[src/rtl/tiny1_soc_pkg.sv]
// Shared tiny1 SoC definitions: mmap address bit, read-owner and arbiter state encodings.
package tiny1_soc_pkg;

   localparam int MMAP_BIT = 15;

   typedef enum logic [1:0] {
      OWN_NONE = 2'd0,
      OWN_C    = 2'd1,
      OWN_D    = 2'd2
   } owner_t;

   typedef enum logic {
      ARB_NORM  = 1'b0,
      ARB_FORCE = 1'b1
   } arb_state_t;

endpackage

[src/rtl/tiny1_starve_cnt.sv]
// Saturating starvation counter; hit flags the last denied cycle before D must be forced through.
module tiny1_starve_cnt #(
   parameter int LIMIT = 8,
   parameter int CNT_W = 8
) (
   input  logic clk,
   input  logic rst,
   input  logic clr,
   input  logic inc,
   output logic hit
);

   logic [CNT_W-1:0] cnt;

   always_ff @(posedge clk or negedge rst) begin
      if (!rst) begin
         cnt <= '0;
      end else if (clr) begin
         cnt <= '0;
      end else if (inc && (cnt != {CNT_W{1'b1}})) begin
         cnt <= cnt + 1'b1;
      end
   end

   assign hit = (cnt == CNT_W'(LIMIT - 1));

endmodule

[src/rtl/tiny1_ram_arb.sv]
// ram16k arbiter between the tiny1 core (fixed priority) and the debug/loader DMA port.
//
//   state     | meaning
//   ARB_NORM  | core owns RAM when it asks; D takes idle RAM cycles
//   ARB_FORCE | one-cycle core hold; D granted if still requesting
module tiny1_ram_arb
   import tiny1_soc_pkg::*;
#(
   parameter int STARVE_LIMIT = 8,
   parameter int CNT_W        = 8
) (
   input  logic        clk,
   input  logic        rst,
   input  logic [15:0] c_addr,
   input  logic [15:0] c_wdata,
   input  logic        c_wr,
   input  logic        c_rd,
   output logic [15:0] c_rdata,
   output logic        c_hold,
   input  logic        d_req,
   input  logic        d_we,
   input  logic [15:0] d_addr,
   input  logic [15:0] d_wdata,
   output logic        d_gnt,
   output logic        d_rvalid,
   output logic [15:0] d_rdata,
   output logic        d_err,
   output logic [13:0] ram_addr,
   output logic [15:0] ram_din,
   input  logic [15:0] ram_dout,
   output logic        ram_we,
   output logic        ram_re
);

   arb_state_t state;
   owner_t     rd_owner;
   logic       core_ram;
   logic       core_gnt;
   logic       d_ram;
   logic       cnt_inc;
   logic       cnt_clr;
   logic       starve_hit;
   logic       unused_addr_lsb;

   assign unused_addr_lsb = c_addr[0] ^ d_addr[0];

   // rst also gates the grant path so every strobe reads 0 while reset is held
   always_comb begin
      core_ram = rst && (c_rd || c_wr) && !c_addr[MMAP_BIT];
      core_gnt = core_ram && (state == ARB_NORM);
      d_gnt    = rst && d_req && !core_gnt;
      d_err    = d_gnt && d_addr[MMAP_BIT];
      d_ram    = d_gnt && !d_addr[MMAP_BIT];
      cnt_inc  = core_gnt && d_req;
      cnt_clr  = d_gnt || (state == ARB_FORCE);

      ram_we   = 1'b0;
      ram_re   = 1'b0;
      ram_addr = '0;
      ram_din  = '0;
      if (core_gnt) begin
         ram_re   = c_rd;
         ram_we   = c_wr && !c_rd;
         ram_addr = c_addr[MMAP_BIT-1:1];
         ram_din  = c_wdata;
      end else if (d_ram) begin
         ram_re   = !d_we;
         ram_we   = d_we;
         ram_addr = d_addr[MMAP_BIT-1:1];
         ram_din  = d_wdata;
      end
   end

   tiny1_starve_cnt #(
      .LIMIT (STARVE_LIMIT),
      .CNT_W (CNT_W)
   ) u_starve_cnt (
      .clk (clk),
      .rst (rst),
      .clr (cnt_clr),
      .inc (cnt_inc),
      .hit (starve_hit)
   );

   always_ff @(posedge clk or negedge rst) begin
      if (!rst) begin
         state    <= ARB_NORM;
         rd_owner <= OWN_NONE;
      end else begin
         case (state)
            ARB_NORM:  if (cnt_inc && starve_hit) state <= ARB_FORCE;
            ARB_FORCE: state <= ARB_NORM;
            default:   state <= ARB_NORM;
         endcase

         if (core_gnt && c_rd) begin
            rd_owner <= OWN_C;
         end else if (d_ram && !d_we) begin
            rd_owner <= OWN_D;
         end else begin
            rd_owner <= OWN_NONE;
         end
      end
   end

   assign c_hold   = (state == ARB_FORCE);
   assign d_rvalid = (rd_owner == OWN_D);
   assign d_rdata  = ram_dout;
   assign c_rdata  = ram_dout;

endmodule

[config.mk]
export PLATFORM = sky130hd
export DESIGN_NAME = tiny1_ram_arb
export DESIGN_NICKNAME = d
export VERILOG_FILES = /design/src/rtl/tiny1_soc_pkg.sv /design/src/rtl/tiny1_starve_cnt.sv /design/src/rtl/tiny1_ram_arb.sv
export SDC_FILE = /design/constraint.sdc
export NUM_CORES = 1
export LEC_CHECK = 0
export CORE_ASPECT_RATIO = 0.7
export CORE_MARGIN = 1.5
export CORE_UTILIZATION = 29
export DETAILED_ROUTE_END_ITERATION = 8
export PLACE_DENSITY = 0.79
export SETUP_SLACK_MARGIN = 0.4
export SYNTH_ARGS = -nofsm -noshare
export SYNTH_HDL_FRONTEND = slang
export SYNTH_HIERARCHICAL = 1
export SYNTH_SLANG_ARGS = --single-unit
[constraint.sdc]
create_clock -name clk -period 2.2 [get_ports clk]
set_input_delay 0.55 -clock clk [delete_from_list [all_inputs] [get_ports clk]]
set_output_delay 0.55 -clock clk [all_outputs]
set_load 0.02 [all_outputs]
Yosys cells after proc, flatten, opt, wreduce, memory -nomap -nowiden
Index checks and enable logic that the tools add are counted.
{ "word_totals": {"output_inout_bits": 68, "inputBits": 86, "wordCells": 43, "ff_bits": 11} }
{ "classes": {"n_reduce_logical": 21, "muxes": 14, "add_sub_neg": 1, "bitwise_logic": 1, "eq_ne": 3} }
{ "op_table": {"columns": ["cell", "count"], "rows": [
  ["$mux 16", 2],
  ["$mux 14", 2],
  ["$mux 8", 2],
  ["$logic_and 1x1->1", 13],
  ["$add 8x1->8 const B", 1],
  ["$eq 8x3->1 const B", 1],
  ["$ne 8x8->1 const B", 1],
  ["$logic_not 1->1", 5],
  ["$mux 1", 5],
  ["$mux 2", 2],
  ["$eq 2x2->1 const B", 1],
  ["$logic_or 1x1->1", 2],
  ["$pmux 1 s2", 1],
  ["$reduce_bool 2->1", 1],
  ["$not 1->1", 1]
]} }

Logic depth before layout (Yosys ltp)
{ "logic_depth": {"word_depth": 10, "ltp_mapped": 7} }

By module
The synthesis kept the hierarchy.
{ "modules_own_cells": {"columns": ["mod", "seq_area_each_um2", "cells_each", "area_per_inst_um2", "n_inst"], "rows": [
  ["tiny1_ram_arb", 75.1, 155, 1049.8, 1],
  ["tiny1_starve_cnt", 200.2, 50, 519.2, 1]
]} }

Worst setup path before layout
Ideal clock, no wire load.
{ "synth_timing": {"path_type": "in2reg", "from": "input c_addr[15]", "to": "register u_starve_cnt.cnt[5]", "setup_time_ps": 125, "path_stages": 7, "arrival_time_ps": 1958, "path_slack_ps": 117, "path_cell_list": "nor2_2 -> o21ai_4 -> buf_4 -> nor2_1 -> nand4_1 -> a211oi_2 -> mux2_4"} }
{ "synth_rtl": {"columns": ["item", "line_no", "source"], "rows": [
  ["start: declaration", "tiny1_ram_arb.sv:14", "input logic [15:0] c_addr,"],
  ["$logic_not 1->1", "tiny1_ram_arb.sv:49", "core_ram = rst && (c_rd || c_wr) && !c_addr[MMAP_BIT];"],
  ["$logic_and 1x1->1", "tiny1_ram_arb.sv:49", null],
  ["$logic_and 1x1->1", "tiny1_ram_arb.sv:50", "core_gnt = core_ram && (state == ARB_NORM);"],
  ["$logic_and 1x1->1", "tiny1_ram_arb.sv:54", "cnt_inc = core_gnt && d_req;"],
  ["via cnt_inc", "tiny1_ram_arb.sv:40", "logic cnt_inc;"],
  ["$logic_and 1x1->1", "tiny1_starve_cnt.sv:20", "end else if (inc && (cnt != {CNT_W{1'b1}})) begin"],
  ["$reduce_bool 2->1 (no source line)", null, null],
  ["end signal: assignment", "tiny1_starve_cnt.sv:21", "cnt <= cnt + 1'b1;"],
  ["end: declaration", "tiny1_starve_cnt.sv:13", "logic [CNT_W-1:0] cnt;"]
]} }
The timed path passes the listed nets, and every way through them passes these cells.
A chain may end at the register's enable or synchronous reset.

Worst setup path after layout
{ "layout_timing": {"from": "input c_wr", "to": "output ram_addr[4]"} }
{ "layout_via": {"elab_chain_len": 9} }
{ "layout_lines": {"columns": ["item", "line_no", "source"], "rows": [
  ["start: declaration", "tiny1_ram_arb.sv:16", "input logic c_wr,"],
  ["$logic_or 1x1->1 *", "tiny1_ram_arb.sv:49", null],
  ["$logic_and 1x1->1 * (2 in a row)", "tiny1_ram_arb.sv:49", null],
  ["$logic_and 1x1->1 *", "tiny1_ram_arb.sv:50", null],
  ["$logic_not 1->1", "tiny1_ram_arb.sv:51", "d_gnt = rst && d_req && !core_gnt;"],
  ["$logic_and 1x1->1", "tiny1_ram_arb.sv:51", null],
  ["$logic_and 1x1->1", "tiny1_ram_arb.sv:53", "d_ram = d_gnt && !d_addr[MMAP_BIT];"],
  ["$mux 14", "tiny1_ram_arb.sv:66", "end else if (d_ram) begin"],
  ["$mux 14 *", "tiny1_ram_arb.sv:61", "if (core_gnt) begin"],
  ["end: declaration", "tiny1_ram_arb.sv:28", "output logic [13:0] ram_addr,"]
]} }
Mark *: on every way between the ends. The rest lies on a longest branch, timed or not.

==> metrics <==
Syn Std Cell Area between 1500 and 2000 um^2; pin count of the biggest net entering global routing 18; Worst Hold Class in2async; # rows 22; Syn-to-layout area delta 128.1%; final setup skew 0.005820 ns; Total Power between 1000 and 1500 uW; f_max 455.7 MHz; # setup viols final 0; Req. time, crit path between 1.5 and 2 ns; Initial Utilization ~30%; Max Buffers Root-to-Sink 2; Setup crit end kind output pin; Crit path largest cell delay between 0.2 and 0.25 ns; largest fanout on the critical path 5; status complete, no violations; GR Overflow Total 0; CP arrival 1.64 ns; CP Cell Sequence buf_8 > o21ai_4 > buf_12 > buf_12 > buf_16 > mux2i_4 > buf_6; share of cells above drive strength 1 between 40% and 50%; Final Hold Viols 0; clock root cell clkbuf_8; RSZ-0062 raised after global routing true; minimum setup slack among reg-to-reg paths approximately 0.12 ns; antenna viol nets, final 0; top-area cell type share of the netlist area about a fifth; unique cell type count in the Yosys netlist 41; overall global routing resource usage 20.36%; Clock Pin Slew Worst Setup and Hold Paths ~0.050 ns; Yosys reg bits 11; RePlAce Congestion between 0.8 and 0.9; Vias/cell 4.791; worst r2r dst u_starve_cnt/cnt[5]; FFs w/ async S/R, synth 100.0%; Power Density just under 300 nW/um^2; first-pass GRT wire length ~9300 um; ant diodes 0; IO Pins between 150 and 200; pre-CTS setup slack -0.8001 ns; Startpoint Class input port; RR Startpoint c_hold; vias in the first global route around 1800; syn avg cell area between 7 and 8 um^2; DR pass1 iterations 4; Mapped Cells between 200 and 250; Post-Route WL slightly above 6000 um; Avg WL per Cell around 16 um; pin slew with the least headroom to its limit ~0.30 ns; total of fill cells in the finished design between 300 and 400; htree depth 1; CTS sink count 11; Final min period roughly 2.2 ns; Max VDD drop ~0.13 mV; Area contributors post-synth mux2i_1 (20%), buf_4 (18%), dfrtp_1 (18%); CTS Buf Count 3; Rel. slew slack about four fifths; Synth Warn # 6; Setup TNS 0 ns; post-DP HPWL 3759 um; TritonCTS clock tree yes; Core ar. ~5200 um^2; EDFF count, synth 0; hold_buf cts 0; vias about 1800; initial antenna violation count 0; DR iter-0 viols between 40 and 50; crit path max-delay cell type mux2i_4; syn_nets ~290; DIE HEIGHT 64.54 um; sequential share of the synthesized area between 10% and 20%; Tcrit/Tclk final between 90% and 100%; Layout Nets 398; Die Width 90.92 um; most frequent CP cell buf_12; latest clock arrival within the worst-skew pair 0.24 ns; kind of critical path in2out; Main synth FF type dfrtp_1; Worst Reg-to-Reg Cells 9; max-cap violations 0; fin worst setup slack 0.005672 ns; Crit. Startpoint c_wr; leading area contributor after synthesis mux2i_1; Port Buffer Count 103; Slew Viols, Final 0; drt drc 0; LEAKAGE 0.001540 uW; die area between 5000 and 6000 um^2
critical path: cells and delay by family:
family | cells | cell delay [ns]
multiplexers | 1 | 0.24
AO/OA/AOI/OAI | 1 | 0.19
buffers and inverters | 5 | 0.65
cell usage in the layout (no fill, tap or decap), types with 2 or more instances in the layout:
master / Yosys / layout
clkdlybuf4s50_1: 0 / 61
nand2_1: 65 / 52
buf_6: 3 / 43
mux2i_4: 0 / 28
buf_4: 37 / 20
dfrtp_1: 11 / 11
nand2_4: 0 / 10
buf_16: 0 / 8
buf_12: 0 / 8
nor2_1: 6 / 5
nor2b_1: 5 / 5
and3_1: 6 / 4
mux2_4: 4 / 4
nand2_2: 0 / 3
clkbuf_8: 0 / 3
nor2_4: 0 / 2
and3_4: 0 / 2
inv_1: 2 / 2
mux2i_2: 0 / 2
buf_8: 0 / 2
buf_2: 2 / 2
nand2b_1: 2 / 2
a211oi_2: 1 / 2
per-layer routing:
layer | up-vias | GRT usage (%) | share of wire [%] | wire length [um]
met5 | - | 0 | 0 | 0
met4 | 0 | 5.664 | 1.8 | 109
met3 | 16 | 3.638 | 6.0 | 369
met2 | 88 | 38.53 | 54 | 3303
met1 | 857 | 23.69 | 38 | 2352
li1 | 869 | - | - | -
through the flow:
stage / instances / util (%) / hold slack, ns / instance area [um^2]
finish: 382 / 68.42 / 0.2817 / 3578
global route: 382 / 68.42 / 0.3026 / 3578
CTS: 380 / 67.30 / 0.2795 / 3520
detailed placement: 353 / 55.77 / 0.5397 / 2917
global placement: 353 / 55.77 / 0.5384 / 2917
floorplan: 205 / - / 0.2544 / 1996
synth_stat cells (2+ instances only):
library cell  number
nor2_1             6
clkbuf_1           3
buf_6              3
nor2b_1            5
buf_4             37
inv_1              2
buf_2              2
and3_1             6
nand2b_1           2
mux2_4             4
mux2i_1           31
nand2_1           65
dfrtp_1           11
how the worst max path moves through the flow:
| stage | endpoint | slack, ns | cells after the start |
|---|---|---|---|
| final | ram_addr[4] | 0.006 | 7 |
| after global placement | ram_din[0] | -0.77 | 5 |
| after global routing | ram_addr[8] | -0.02 | 7 |
| after floorplan | ram_addr[0] | 0.23 | 3 |
| after detailed placement | ram_din[6] | -0.80 | 5 |
| after CTS | ram_addr[2] | 0.04 | 7 |
where the power goes:
group	switching, uW	internal [uW]	leakage [uW]	total (uW)
Combinational	243	374	0.00137	617
Sequential	8.68	212	0.000152	221
Clock	81.1	128	0.0000228	209
state kept, by name (all words and copies together) (netlist names):
signal            cells
c_hold                1
u_starve_cnt/cnt      8
rd_owner              2
layout make-up:
type                    count  area (um^2)  area share (%)
repair buffers            146         1684           47.06
multi-input cells         147         1476           41.26
flip-flops and latches     11        275.3           7.692
well taps                  72        90.09           2.517
clock buffers               4        45.04           1.259
inverters                   2        7.507          0.2098
repair_timing:
item                                    CTS  global route
pin swaps                                10             5
endpoints found under the setup margin   44            43
gates resized for setup                 272            10
gates cloned                              6             0
setup buffers                            17             2
cells by family (layout without fill, tap and decap cells):
| group | count (synthesis) | in the layout | synth area share, % |
|---|---|---|---|
| adder cells (fa/ha/maj) | 1 | 1 | 0.7973 |
| flip-flops | 11 | 11 | 17.54 |
| AO/OA/AOI/OAI | 13 | 13 | 7.257 |
| AND/OR/NAND/NOR | 98 | 98 | 29.11 |
| multiplexers | 35 | 35 | 23.60 |
| buffers and inverters | 47 | 152 | 21.69 |
Note: power is estimated with default switching activity, not from simulation.
